==> src/rtl/trigger_matrix_hs.sv <==
// rtl/trigger_matrix_hs.sv - registered trigger router with per-path 4-phase handshakes for one DMA channel
// Optional TRIG_SYNC_EN: 2-flop synchronisers on trigin_req and trigout_ack.
module trigger_matrix_hs #(
  parameter int NUM_TRIGIN  = 4,
  parameter int NUM_TRIGOUT = 4
) (
  input  logic                   clk,
  input  logic                   resetn,
  input  logic [NUM_TRIGIN-1:0]  trigin_req,
  output logic [NUM_TRIGIN-1:0]  trigin_ack,
  output logic [NUM_TRIGOUT-1:0] trigout_req,
  input  logic [NUM_TRIGOUT-1:0] trigout_ack,
  input  logic                   ch_enable,
  input  logic                   use_src_trigin,
  input  logic                   use_des_trigin,
  input  logic                   use_trigout,
  input  logic [1:0]             src_trigin_type,
  input  logic [1:0]             des_trigin_type,
  input  logic [1:0]             trigout_type,
  input  logic [7:0]             src_trigin_sel,
  input  logic [7:0]             des_trigin_sel,
  input  logic [5:0]             trigout_sel,
  output logic                   src_trig_req,
  output logic                   des_trig_req,
  input  logic                   ch_src_ack,
  input  logic                   ch_des_ack,
  input  logic                   ch_trigout_req,
  output logic                   ch_trigout_ack,
  input  logic                   err_clr,
  output logic                   srctriginsel_err,
  output logic                   destriginsel_err,
  output logic                   trigoutsel_err
);

  localparam logic [1:0] TYPE_HW = 2'b10;

  typedef enum logic [1:0] {
    TIN_IDLE = 2'd0,
    TIN_REQ  = 2'd1,
    TIN_ACK  = 2'd2
  } tin_state_e;

  typedef enum logic [1:0] {
    TOUT_IDLE = 2'd0,
    TOUT_REQ  = 2'd1,
    TOUT_WAIT = 2'd2
  } tout_state_e;

  logic [NUM_TRIGIN-1:0]  trigin_req_s;
  logic [NUM_TRIGOUT-1:0] trigout_ack_s;

`ifdef TRIG_SYNC_EN
  logic [NUM_TRIGIN-1:0]  trigin_req_m;
  logic [NUM_TRIGOUT-1:0] trigout_ack_m;

  always_ff @(posedge clk or negedge resetn) begin
    if (!resetn) begin
      trigin_req_m  <= '0;
      trigin_req_s  <= '0;
      trigout_ack_m <= '0;
      trigout_ack_s <= '0;
    end else begin
      trigin_req_m  <= trigin_req;
      trigin_req_s  <= trigin_req_m;
      trigout_ack_m <= trigout_ack;
      trigout_ack_s <= trigout_ack_m;
    end
  end
`else
  assign trigin_req_s  = trigin_req;
  assign trigout_ack_s = trigout_ack;
`endif

  // Select validity; a src/des collision blocks both paths.
  logic src_hw, des_hw, tout_hw, same_sel;
  logic src_err, des_err, tout_err;

  assign src_hw   = use_src_trigin && (src_trigin_type == TYPE_HW);
  assign des_hw   = use_des_trigin && (des_trigin_type == TYPE_HW);
  assign tout_hw  = use_trigout && (trigout_type == TYPE_HW);
  assign same_sel = src_hw && des_hw && (src_trigin_sel == des_trigin_sel);
  assign src_err  = src_hw && (({1'b0, src_trigin_sel} >= 9'(NUM_TRIGIN)) || same_sel);
  assign des_err  = des_hw && (({1'b0, des_trigin_sel} >= 9'(NUM_TRIGIN)) || same_sel);
  assign tout_err = tout_hw && ({1'b0, trigout_sel} >= 7'(NUM_TRIGOUT));

  always_ff @(posedge clk or negedge resetn) begin
    if (!resetn) begin
      srctriginsel_err <= 1'b0;
      destriginsel_err <= 1'b0;
      trigoutsel_err   <= 1'b0;
    end else begin
      srctriginsel_err <= src_err  || (srctriginsel_err && !err_clr);
      destriginsel_err <= des_err  || (destriginsel_err && !err_clr);
      trigoutsel_err   <= tout_err || (trigoutsel_err   && !err_clr);
    end
  end

  logic [1:0] path_hw, path_err, path_ch_ack;

  assign path_hw     = {des_hw, src_hw};
  assign path_err    = {des_err, src_err};
  assign path_ch_ack = {ch_des_ack, ch_src_ack};

  // Path 0 is source, path 1 is destination; both run the same handshake.
  for (genvar p = 0; p < 2; p++) begin : g_path
    tin_state_e            state_q, state_d;
    logic [7:0]            sel_in, sel_q, sel_d;
    logic                  req_at_in, req_at_q;
    logic                  trig_req;
    logic [NUM_TRIGIN-1:0] ack_vec;

    assign sel_in = (p == 0) ? src_trigin_sel : des_trigin_sel;

    always_comb begin
      req_at_in = 1'b0;
      req_at_q  = 1'b0;
      for (int i = 0; i < NUM_TRIGIN; i++) begin
        if (sel_in == 8'(i)) req_at_in = trigin_req_s[i];
        if (sel_q == 8'(i))  req_at_q  = trigin_req_s[i];
      end
    end

    always_ff @(posedge clk or negedge resetn) begin
      if (!resetn) begin
        state_q <= TIN_IDLE;
        sel_q   <= '0;
      end else begin
        state_q <= state_d;
        sel_q   <= sel_d;
      end
    end

    always_comb begin
      state_d = state_q;
      sel_d   = sel_q;
      if (path_err[p]) begin
        state_d = TIN_IDLE;
      end else begin
        unique case (state_q)
          TIN_IDLE: begin
            if (path_hw[p] && ch_enable && req_at_in) begin
              state_d = TIN_REQ;
              sel_d   = sel_in;
            end
          end
          TIN_REQ: begin
            if (path_ch_ack[p]) state_d = TIN_ACK;
          end
          TIN_ACK: begin
            // Only a released request returns to IDLE, so a held level never re-fires.
            if (!req_at_q) state_d = TIN_IDLE;
          end
          default: state_d = TIN_IDLE;
        endcase
      end
    end

    assign trig_req = (state_q == TIN_REQ);

    always_comb begin
      ack_vec = '0;
      for (int i = 0; i < NUM_TRIGIN; i++) begin
        ack_vec[i] = (state_q == TIN_ACK) && (sel_q == 8'(i));
      end
    end
  end

  assign src_trig_req = g_path[0].trig_req;
  assign des_trig_req = g_path[1].trig_req;
  assign trigin_ack   = g_path[0].ack_vec | g_path[1].ack_vec;

  tout_state_e tout_state_q, tout_state_d;
  logic [5:0]  tout_sel_q, tout_sel_d;
  logic        tout_ack_at_q;
  logic        tout_pulse_d;

  always_comb begin
    tout_ack_at_q = 1'b0;
    for (int i = 0; i < NUM_TRIGOUT; i++) begin
      if (tout_sel_q == 6'(i)) tout_ack_at_q = trigout_ack_s[i];
    end
  end

  always_ff @(posedge clk or negedge resetn) begin
    if (!resetn) begin
      tout_state_q   <= TOUT_IDLE;
      tout_sel_q     <= '0;
      ch_trigout_ack <= 1'b0;
    end else begin
      tout_state_q   <= tout_state_d;
      tout_sel_q     <= tout_sel_d;
      ch_trigout_ack <= tout_pulse_d;
    end
  end

  always_comb begin
    tout_state_d = tout_state_q;
    tout_sel_d   = tout_sel_q;
    tout_pulse_d = 1'b0;
    if (tout_err) begin
      tout_state_d = TOUT_IDLE;
    end else begin
      unique case (tout_state_q)
        TOUT_IDLE: begin
          if (tout_hw && ch_trigout_req) begin
            tout_state_d = TOUT_REQ;
            tout_sel_d   = trigout_sel;
          end
        end
        TOUT_REQ: begin
          if (tout_ack_at_q) begin
            tout_state_d = TOUT_WAIT;
            tout_pulse_d = 1'b1;
          end
        end
        TOUT_WAIT: begin
          // Both sides must release before re-arming, otherwise a held request double-fires.
          if (!tout_ack_at_q && !ch_trigout_req) tout_state_d = TOUT_IDLE;
        end
        default: tout_state_d = TOUT_IDLE;
      endcase
    end
  end

  always_comb begin
    trigout_req = '0;
    for (int i = 0; i < NUM_TRIGOUT; i++) begin
      trigout_req[i] = (tout_state_q == TOUT_REQ) && (tout_sel_q == 6'(i));
    end
  end

endmodule
==> config.mk <==
export PLATFORM = sky130hd
export DESIGN_NAME = trigger_matrix_hs
export DESIGN_NICKNAME = d
export VERILOG_FILES = /design/src/rtl/trigger_matrix_hs.sv
export SDC_FILE = /design/constraint.sdc
export NUM_CORES = 1
export LEC_CHECK = 0
export BUFFER_PORTS_ARGS = -buffer_cell sky130_fd_sc_hd__buf_2
export CAP_MARGIN = 10
export CELL_PAD_IN_SITES_DETAIL_PLACEMENT = 1
export CELL_PAD_IN_SITES_GLOBAL_PLACEMENT = 1
export CORE_ASPECT_RATIO = 0.9
export CORE_MARGIN = 4
export CORE_UTILIZATION = 41
export DETAILED_ROUTE_END_ITERATION = 6
export MAX_ROUTING_LAYER = met4
export PLACE_DENSITY_LB_ADDON = 0.3
export SLEW_MARGIN = 20
export SYNTH_ARGS = -nofsm -noshare
export SYNTH_HDL_FRONTEND = slang
export SYNTH_SLANG_ARGS = --single-unit
==> constraint.sdc <==
create_clock -name clk -period 4.7 [get_ports clk]
set_input_delay 0.235 -clock clk [delete_from_list [all_inputs] [get_ports clk]]
set_output_delay 0.235 -clock clk [all_outputs]
set_load 0.01 [all_outputs]
==> reports/metrics.csv, run 1 <==
stage;metric;value;unit
run_status;status;finished, violations left;
run_status;failing checks;negative hold slack;
worst_setup_path;WP depth;4;
global_route;vias in the first global route;1514;
timing;Slew Limit Headroom;54.5;%
logic_synthesis;warnings from Yosys;0;
logic_synthesis;Synth Area in XOR/XNOR;4.08;%
logic_synthesis;Seq/Total Area, Yosys;46.6;%
clocking;Hold Buf Count CTS;0;
worst_setup_path;flop2flop setup slack;3.07;ns
logic_synthesis;ys async rst share;100;%
floorplanning;die height;69.4;microns
drt;DR vias;1408;
floorplanning;row count;22;
global_route;met3 Usage GRT;4.42;%
clocking;cts bufs inserted;5;
worst_setup_path;Reg2Reg Capture Point;g_path[1].sel_q[1];
logic_synthesis;Mapped Cells;145;
logic_synthesis;post-synthesis simple-gate area fraction;28.4;%
clocking;htree depth;2;
global_route;initial antenna violation count;0;
timing;Max Fclk;486;MHz
power_and_ir_drop;Leak Pwr;0.00110;uW
placement;Detailed Place HPWL;3570;microns
placement;Placer Congestion;0.912;
global_route;pin count of the biggest net entering global routing;33;
cells_and_area;share of cells above drive strength 1;43.6;%
timing;minimum clock period;2.06;ns
logic_synthesis;Post-Syn Area;1720;sq um
cells_and_area;area occupied by multi-input gates;893;sq um
timing;worst slew pin tran;0.682;ns
drt;DR vias/cell;5.44;
cells_and_area;Area growth syn-to-layout;25.9;%
floorplanning;Initial Utilization;42.4;%
job;Max Cap Viol;0;
clocking;CTS Root Cell;clkbuf_8;
floorplanning;die span in x;76.2;microns
clocking;Longest Clk Path Bufs;2;
timing;RSZ-0062 raised after global routing;false;
logic_synthesis;Synth Area in Compound Gates;8.60;%
global_route;met2 usage;28.9;%
worst_setup_path;Crit path max-delay family;simple AND/OR/NAND/NOR gates;
global_route;total grt overflow;0;
worst_setup_path;Buf/Inv on CP;1;
clocking;post-CTS sizing;0;
clocking;CTS tree;done;
drt;Routed WL;4340;microns
cells_and_area;fin util;53.4;%
drt;Final ANT Viol Nets;0;
worst_setup_path;Critical Path RT;4.47;ns
logic_synthesis;syn avg cell area;11.8;sq um
cells_and_area;final net count;256;
cells_and_area;commonest non-fill, non-tap cell in the layout;buf_2;
global_route;busiest grt layer;met2;
cells_and_area;sequential cell area;801;sq um
global_route;first-pass GRT wire length;7320;microns
cells_and_area;most frequent cells in the layout;59 x buf_2, 32 x dfrtp_1, 10 x nor2_1, 10 x and2_1, 8 x nand2_1;
worst_setup_path;slowest stage delay, CP;0.56;ns
timing;part of the cycle the worst path needs;43.7;%
worst_setup_path;CP startpoint kind;flop;
global_route;GRT Overall Usage;17.5;%
drt;drt initial violations;45;
clocking;Clock Sinks;32;
timing;final setup fails;0;
worst_setup_path;worst r2r path cells;4;
clocking;Clock transition at path regs;0.06;ns
drt;wire per inst;16.7;microns
floorplanning;I/O pin count;60;
placement;total placed cells including tap cells;251;
logic_synthesis;Syn Nets;191;
timing;Hold Vio Cnt, Final;18;
cells_and_area;fill count;466;
logic_synthesis;adder-cell share of the synthesized area;0;%
worst_setup_path;Crit Path Category;reg -> out;
timing;setup_tns;0;ns
clocking;Worst-Skew Late Latency;0.28;ns
cells_and_area;fin cells;259;
timing;Final Slew Violations;0;
logic_synthesis;ys flop type;dfrtp_1;
power_and_ir_drop;Peak VDD IR;0.190;mV
logic_synthesis;post-synthesis mux area share;10.9;%
placement;I/O Buffers;59;
floorplanning;CORE AREA;4050;sq um
hold_path;Hold Crit Class;in -> async;
drt;DRC Markers;0;
worst_setup_path;RR Startpoint;g_path[1].state_q[1];
worst_setup_path;Worst EP arrival;1.82;ns
global_route;GR Util met1;21.5;%
power_and_ir_drop;Power Density;261;nW/um^2
worst_setup_path;crit-path max FO;4;
worst_setup_path;crit-path cells;nor4_1 -> nand3b_1 -> nor3b_1 -> buf_2;
floorplanning;die area;5290;sq um
worst_setup_path;endpoint type of the worst setup path;output port;
clocking;Post-CTS Setup Inserts;0;
timing;WHS;-0.0141;ns
timing;Layout Skew;0.00255;ns
drt;DRT Pass-1 Iters;5;
logic_synthesis;number of synthesized flops with an enable pin;0;
logic_synthesis;largest family of logic cells by synthesized area;simple AND/OR/NAND/NOR gates;
worst_setup_path;Slowest cell on crit path;nor4_1;
logic_synthesis;post-synth cell types;41;
logic_synthesis;Synth Register Bits;32;
cells_and_area;diode count;0;
area by class of cell:
cell class / instances / area share (%)
Inverter: 5 / 0.869
Tap cell: 48 / 2.78
Clock buffer: 6 / 3.82
Clock inverter: 2 / 0.463
Sequential cell: 32 / 37.1
Multi-Input combinational cell: 107 / 41.3
Timing Repair Buffer: 59 / 13.7
cell families (layout without fill, tap and decap cells):
logic type / Yosys count / in the layout
flip-flops: 32 / 32
buffers and inverters: 6 / 72
multiplexers: 11 / 11
XOR/XNOR: 8 / 8
AO/OA/AOI/OAI: 16 / 16
AND/OR/NAND/NOR: 72 / 72
registers in the layout (all words and copies together) (netlist names):
name and flops:
ch_trigout_ack 1, destriginsel_err 1, g_path.sel_q 16, g_path.state_q 4
srctriginsel_err 1, tout_sel_q 6, tout_state_q 2, trigoutsel_err 1
cells in the mapped netlist, types with 2 or more instances:
library cell,n,area [sq um]
dfrtp_1,32,801
and2_1,10,62.6
nor2_1,10,37.5
nand2_1,8,30.0
nor4_1,7,43.8
and2b_2,6,52.6
inv_1,5,18.8
mux4_2,5,113
mux2_2,4,45.0
nor2b_1,4,25.0
xnor2_1,4,35.0
xor2_1,4,35.0
a21oi_1,3,15.0
and3b_1,3,26.3
nand3b_1,3,22.5
nor3_1,3,15.0
nor4b_1,3,26.3
a211o_1,2,17.5
a32o_1,2,20.0
and3_1,2,12.5
mux2_4,2,30.0
nand2b_1,2,12.5
nor3b_1,2,15.0
o32ai_1,2,17.5
power by group:
group          leakage, uW  internal, uW  switching, uW  total [uW]
logic             0.000602          32.3           34.8        67.0
clock network    0.0000510           117           97.4         214
registers         0.000444           280           4.25         284
how the worst max path moves through the flow:
stage          slack [ns]                  to                  from
2_1_floorplan        3.00  g_path[1].sel_q[0]     des_trigin_sel[4]
3_3_place_gp         2.77  g_path[1].sel_q[1]     des_trigin_sel[4]
3_5_place_dp         2.73  g_path[1].sel_q[0]     des_trigin_sel[4]
4_1_cts              2.60       trigin_ack[0]  g_path[1].state_q[0]
5_1_grt              2.47       trigin_ack[0]    g_path[1].sel_q[5]
6_report             2.64      trigout_req[1]         tout_sel_q[3]
routing by layer:
layer / vias up / wire, microns
met5: - / 0
met4: 0 / 63
met3: 8 / 178
met1: 708 / 1840
met2: 27 / 2250
li1: 665 / -
metrics by stage:
stage	total power, uW	cell area (sq um)	setup WS, ns	hold WS (ns)
finish	565	2160	2.64	-0.0141
detailed placement	357	2070	2.73	0.311
CTS	574	2160	2.60	0.00633
global placement	354	2070	2.77	0.301
global route	594	2160	2.47	0.0314
floorplan	318	1720	3.00	-0.0606
(Power assumes the default switching activity.)
==> run 2, diff against run 1 <==
--- a/config.mk
+++ b/config.mk
@@ -11,7 +11,7 @@
 export CELL_PAD_IN_SITES_GLOBAL_PLACEMENT = 1
 export CORE_ASPECT_RATIO = 0.9
 export CORE_MARGIN = 4
-export CORE_UTILIZATION = 41
+export CORE_UTILIZATION = 38
 export DETAILED_ROUTE_END_ITERATION = 6
 export MAX_ROUTING_LAYER = met4
 export PLACE_DENSITY_LB_ADDON = 0.3
==> constraint.sdc (replaced) <==
create_clock -name clk -period 2.1 [get_ports clk]
set_input_delay 0.105 -clock clk [delete_from_list [all_inputs] [get_ports clk]]
set_output_delay 0.105 -clock clk [all_outputs]
set_load 0.01 [all_outputs]
==> reports/metrics.csv, run 2 (same netlist as run 1, synthesis figures left out) <==
stage;metric;value;unit;change
drt;wire per inst;17.4;microns;+4.1%
cells_and_area;commonest non-fill, non-tap cell in the layout;buf_2;;
global_route;total grt overflow;0;;unchanged
hold_path;hold-critical path depth;2;;
worst_setup_path;worst r2r path cells;4;;unchanged
worst_setup_path;Crit path max-delay family;simple AND/OR/NAND/NOR gates;;
global_route;first-pass GRT wire length;8180;microns;+12%
worst_setup_path;Worst EP arrival;1.79;ns;-0.03 ns
floorplanning;I/O pin count;60;;unchanged
global_route;GRT Overall Usage;19.0;%;+1.5 points
hold_path;Hold Crit Class;in -> reg;;
drt;DRC Markers;0;;unchanged
hold_path;min-delay src;err_clr;;
clocking;Worst-Skew Late Latency;0.28;ns;about the same
drt;DR vias;1427;;+1.3%
timing;setup_tns;0;ns;unchanged
cells_and_area;Area growth syn-to-layout;27.9;%;
clocking;Clock Sinks;32;;unchanged
drt;Final ANT Viol Nets;0;;unchanged
drt;met3 wire len;230;microns;+29%
timing;part of the cycle the worst path needs;90.2;%;
clocking;Longest Clk Path Bufs;2;;unchanged
drt;DR WL met2;2570;microns;+14%
cells_and_area;share of cells above drive strength 1;43.4;%;-0.21 points
floorplanning;Initial Utilization;40.8;%;-1.7 points
drt;highest routed layer;met4;;
floorplanning;die span in x;78.8;microns;+3.5%
worst_setup_path;endpoint type of the worst setup path;output port;;
worst_setup_path;crit-path max FO;4;;unchanged
drt;wire length on met1;1880;microns;+2.0%
job;Max Cap Viol;0;;unchanged
timing;Max Fclk;528;MHz;
cells_and_area;biggest registers after layout;g_path.sel_q: 16 flops, tout_sel_q: 6 flops, g_path.state_q: 4 flops;;
cells_and_area;largest register by flop count;g_path.sel_q;;
worst_setup_path;WP depth;5;;+1
timing;Slew Limit Headroom;51.3;%;-3.2 points
drt;DR vias/cell;5.25;;-3.5%
placement;I/O Buffers;59;;unchanged
worst_setup_path;crit-path cells;nor4_1 -> and4b_1 -> nand2b_1 -> o32ai_1 -> buf_2;;
timing;final setup fails;0;;unchanged
cells_and_area;fill count;489;;+4.9%
floorplanning;die height;71.8;microns;+3.4%
cells_and_area;max FFs per register;16;;unchanged
floorplanning;row count;22;;unchanged
cells_and_area;diode count;0;;unchanged
power_and_ir_drop;Peak VDD IR;0.278;mV;+46%
timing;RSZ-0062 raised after global routing;false;;
cells_and_area;final net count;257;;+0.39%
global_route;initial antenna violation count;0;;unchanged
power_and_ir_drop;Tot Pwr;1280;uW;+130%
timing;worst slew pin tran;0.730;ns;+0.0478 ns
cells_and_area;most frequent cells in the layout;59 x buf_2, 32 x dfrtp_1, 10 x nor2_1, 10 x and2_1, 8 x nand2_1;;
timing;minimum clock period;1.89;ns;
timing;Hold Vio Cnt, Final;0;;-18
clocking;Post-CTS Setup Inserts;0;;unchanged
clocking;htree depth;2;;unchanged
worst_setup_path;Crit Path Category;reg -> out;;
worst_setup_path;Critical Path RT;2.00;ns;-2.47 ns
drt;drt initial violations;30;;-33%
floorplanning;die area;5660;sq um;+7.0%
clocking;Clock transition at path regs;0.06;ns;about the same
run_status;status;complete, no violations;;
clocking;cts bufs inserted;5;;unchanged
worst_setup_path;CP startpoint kind;flop;;
placement;Placer Congestion;0.877;;-3.8%
global_route;vias in the first global route;1685;;+11%
worst_setup_path;slowest stage delay, CP;0.39;ns;-0.17 ns
global_route;pin count of the biggest net entering global routing;33;;unchanged
worst_setup_path;Buf/Inv on CP;1;;unchanged
clocking;CTS tree;done;;
worst_setup_path;flop2flop setup slack;0.41;ns;-2.66 ns
worst_setup_path;Slowest cell on crit path;dfrtp_1;;
drt;Routed WL;4740;microns;+9.3%
worst_setup_path;RR Startpoint;g_path[1].state_q[1];;
power_and_ir_drop;Leak Pwr;0.00110;uW;+0.25%
placement;Detailed Place HPWL;3790;microns;+6.2%
floorplanning;CORE AREA;4210;sq um;+4.1%
drt;DRT Pass-1 Iters;4;;-1
timing;Final Slew Violations;0;;unchanged
hold_path;Worst Hold Path EP;trigoutsel_err;;
timing;Layout Skew;0.00742;ns;+0.00487 ns
clocking;CTS Root Cell;clkbuf_8;;
power_and_ir_drop;Power Density;583;nW/um^2;+120%
worst_setup_path;Reg2Reg Capture Point;g_path[1].sel_q[1];;
==> run 2: area by class of cell <==
class	count	area [sq um]	share of cell area (%)
flip-flops and latches	32	801	36.5
repair buffers	60	305	13.9
inverters	5	18.8	0.855
multi-input cells	107	906	41.3
clock buffers	8	90.1	4.10
well taps	60	75.1	3.42
==> run 2: through the flow <==
step / hold WS (ns) / instances / worst slack, ns / instance area, sq um / util, %
final: 0.0322 / 272 / 0.206 / 2200 / 52.1
after global routing: 0.0495 / 272 / 0.0249 / 2200 / 52.1
after global placement: 0.189 / 263 / 0.333 / 2080 / 49.5
after detailed placement: 0.198 / 263 / 0.236 / 2080 / 49.5
after CTS: 0.0310 / 272 / 0.137 / 2180 / 51.8
after floorplan: -0.191 / 145 / 0.528 / 1720 / -
==> run 2: timing repair <==
item	CTS	global route
hold buffers	1	0
resized for setup	0	2
endpoints found under the setup margin	0	3
hold endpoints to repair	32	0
==> run 2: layer usage <==
metal  up-vias  GRT usage (%)
li1        668              -
met1       711           21.2
met2        41           34.5
met3         7           4.02
met4         0           5.15
met5         -              -
==> run 2: report_power, final <==
| part | internal, uW | switching, uW |
|---|---|---|
| sequential | 626 | 9.56 |
| combinational | 73.6 | 81.1 |
| clock | 267 | 222 |
==> run 2: how the worst max path moves through the flow <==
stage                     slack (ns)                 start                  to
after global routing            0.02    g_path[0].sel_q[3]       trigin_ack[2]
final                           0.21    g_path[0].sel_q[3]       trigin_ack[2]
after CTS                       0.14  g_path[1].state_q[0]       trigin_ack[0]
after global placement          0.33     des_trigin_sel[4]  g_path[1].sel_q[1]
after floorplan                 0.53     des_trigin_sel[4]  g_path[1].sel_q[0]
after detailed placement        0.24     des_trigin_sel[4]  g_path[1].sel_q[1]
==> run 3, diff against run 2 <==
--- a/config.mk
+++ b/config.mk
@@ -11,10 +11,10 @@
 export CELL_PAD_IN_SITES_GLOBAL_PLACEMENT = 1
 export CORE_ASPECT_RATIO = 0.9
 export CORE_MARGIN = 4
-export CORE_UTILIZATION = 38
+export CORE_UTILIZATION = 35
 export DETAILED_ROUTE_END_ITERATION = 6
 export MAX_ROUTING_LAYER = met4
-export PLACE_DENSITY_LB_ADDON = 0.3
+export PLACE_DENSITY = 0.86
 export SLEW_MARGIN = 20
 export SYNTH_ARGS = -nofsm -noshare
 export SYNTH_HDL_FRONTEND = slang
==> reports/metrics.csv, run 3 (same netlist as run 1, synthesis figures left out) <==
stage;metric;value;unit;change
cells_and_area;fin util;47.9;%;-4.2 points
placement;total placed cells including tap cells;266;;+1.1%
timing;Final Slew Violations;0;;unchanged
global_route;total grt overflow;0;;unchanged
clocking;Worst-Skew Late Latency;0.28;ns;about the same
timing;Max Fclk;540;MHz;+2.2%
clocking;Clock transition at path regs;0.06;ns;about the same
clocking;Clock Sinks;32;;unchanged
global_route;initial antenna violation count;0;;unchanged
clocking;CTS tree;done;;
drt;drt initial violations;57;;+90%
cells_and_area;most frequent cells in the layout;59 x buf_2, 32 x dfrtp_1, 10 x nor2_1, 10 x and2_1, 8 x nand2_1;;
drt;DR vias/cell;5.19;;-1.1%
clocking;htree depth;2;;unchanged
drt;DR vias;1422;;-0.35%
floorplanning;die span in x;81.8;microns;+3.8%
cells_and_area;commonest non-fill, non-tap cell in the layout;buf_2;;
worst_setup_path;Crit Path Category;reg -> out;;
floorplanning;Initial Utilization;37.3;%;-3.5 points
placement;Placer Congestion;0.814;;-7.3%
drt;Routed WL;4600;microns;-3.0%
floorplanning;I/O pin count;60;;unchanged
cells_and_area;largest register by flop count;g_path.sel_q;;
worst_setup_path;Critical Path RT;2.00;ns;about the same
timing;final setup fails;0;;unchanged
power_and_ir_drop;Power Density;588;nW/um^2;+0.85%
worst_setup_path;endpoint type of the worst setup path;output port;;
worst_setup_path;crit-path max FO;5;;+1
floorplanning;die height;74.4;microns;+3.7%
clocking;CTS Root Cell;clkbuf_8;;
timing;Slew Limit Headroom;53.0;%;+1.7 points
drt;Final ANT Viol Nets;0;;unchanged
floorplanning;die area;6090;sq um;+7.6%
cells_and_area;max FFs per register;16;;unchanged
placement;placed cell area;2090;sq um;+0.48%
hold_path;Hold Crit Class;in -> reg;;
power_and_ir_drop;Peak VDD IR;0.287;mV;+3.3%
power_and_ir_drop;Leak Pwr;0.00111;uW;+0.60%
cells_and_area;final net count;258;;+0.39%
timing;RSZ-0062 raised after global routing;false;;
job;Max Cap Viol;0;;unchanged
global_route;pin count of the biggest net entering global routing;33;;unchanged
timing;setup_tns;0;ns;unchanged
cells_and_area;fin area;2210;sq um;+0.46%
worst_setup_path;CP startpoint kind;flop;;
timing;minimum clock period;1.85;ns;-0.0413 ns
cells_and_area;diode count;0;;unchanged
timing;WHS;0.0275;ns;-0.00466 ns
timing;Hold Vio Cnt, Final;0;;unchanged
placement;I/O Buffers;59;;unchanged
placement;Detailed Place HPWL;3680;microns;-2.8%
drt;wire per inst;16.8;microns;-3.7%
clocking;Longest Clk Path Bufs;2;;unchanged
floorplanning;CORE AREA;4600;sq um;+9.3%
timing;Layout Skew;0.00994;ns;+0.00252 ns
cells_and_area;fin cells;274;;+0.74%
run_status;status;complete, no violations;;
worst_setup_path;Worst EP arrival;1.75;ns;-0.04 ns
clocking;cts bufs inserted;5;;unchanged
global_route;first-pass GRT wire length;7590;microns;-7.2%
drt;DRC Markers;0;;unchanged
cells_and_area;Area growth syn-to-layout;28.5;%;
global_route;vias in the first global route;1533;;-9.0%
global_route;GRT Overall Usage;16.9;%;-2.1 points
timing;worst slew pin tran;0.706;ns;-0.0248 ns
drt;DRT Pass-1 Iters;4;;unchanged
timing;part of the cycle the worst path needs;88.2;%;-2.0 points
floorplanning;row count;23;;+4.5%
cells_and_area;biggest registers after layout;g_path.sel_q: 16 flops, tout_sel_q: 6 flops, g_path.state_q: 4 flops;;
cells_and_area;share of cells above drive strength 1;43.9;%;+0.47 points
[run 3: layer usage]
| metal | vias up | track usage, % | wire (microns) |
|---|---|---|---|
| met4 | 0 | 3.87 | 46 |
| met2 | 28 | 27.7 | 2430 |
| met1 | 719 | 22.0 | 2020 |
| li1 | 670 | - | - |
| met3 | 5 | 2.91 | 98 |
| met5 | - | - | 0 |
[run 3: path summary, 6_finish.rpt]
| check | from | cells after the start | slack, ns | to |
|---|---|---|---|---|
| setup / recovery | g_path[1].state_q[0] | 4 | 0.25 | trigin_ack[2] |
| hold / removal | err_clr | 2 | 0.03 | trigoutsel_err |
| setup reg to reg | g_path[1].state_q[1] | 4 | 0.45 | g_path[1].sel_q[0] |
| hold reg to reg | destriginsel_err | 1 | 0.49 | destriginsel_err |
| max in group asynchronous | resetn | 2 | 1.22 | g_path[0].state_q[1] |
| min in group asynchronous | resetn | 2 | 0.42 | g_path[1].sel_q[0] |
[run 3: power breakdown]
group,leakage (uW),total (uW),switching [uW],internal [uW]
logic,0.000611,153,79.2,73.6
registers,0.000444,636,9.82,626
clock network,0.0000503,508,216,292
total,0.00111,1300,305,991
[run 3: cell type report]
type                            count  area, sq um
Fill cell                         544         2400
Multi-Input combinational cell    107          900
Sequential cell                    32          801
Timing Repair Buffer               61          313
Clock buffer                        7         96.3
Tap cell                           62         77.6
Inverter                            5         18.8
[run 3: critical path: stages (launching register included)]
cell and delay, ns:
dfrtp_1 0.42, nor4b_1 0.41, nand2_1 0.19, o32ai_1 0.27
buf_2 0.18
[run 3: stage by stage]
| step | total power (uW) | setup slack [ns] |
|---|---|---|
| detailed placement | 798 | 0.241 |
| finish | 1300 | 0.248 |
| floorplan | 713 | 0.528 |
| global route | 1370 | 0.0943 |
| global placement | 793 | 0.318 |
| CTS | 1320 | 0.158 |
[run 3: repair_timing]
action                                  CTS  global route
setup buffers                             0             0
endpoints found under the setup margin    0             1
hold endpoints to repair                 32             0
gates resized for setup                   0             1
hold buffers                              1             0
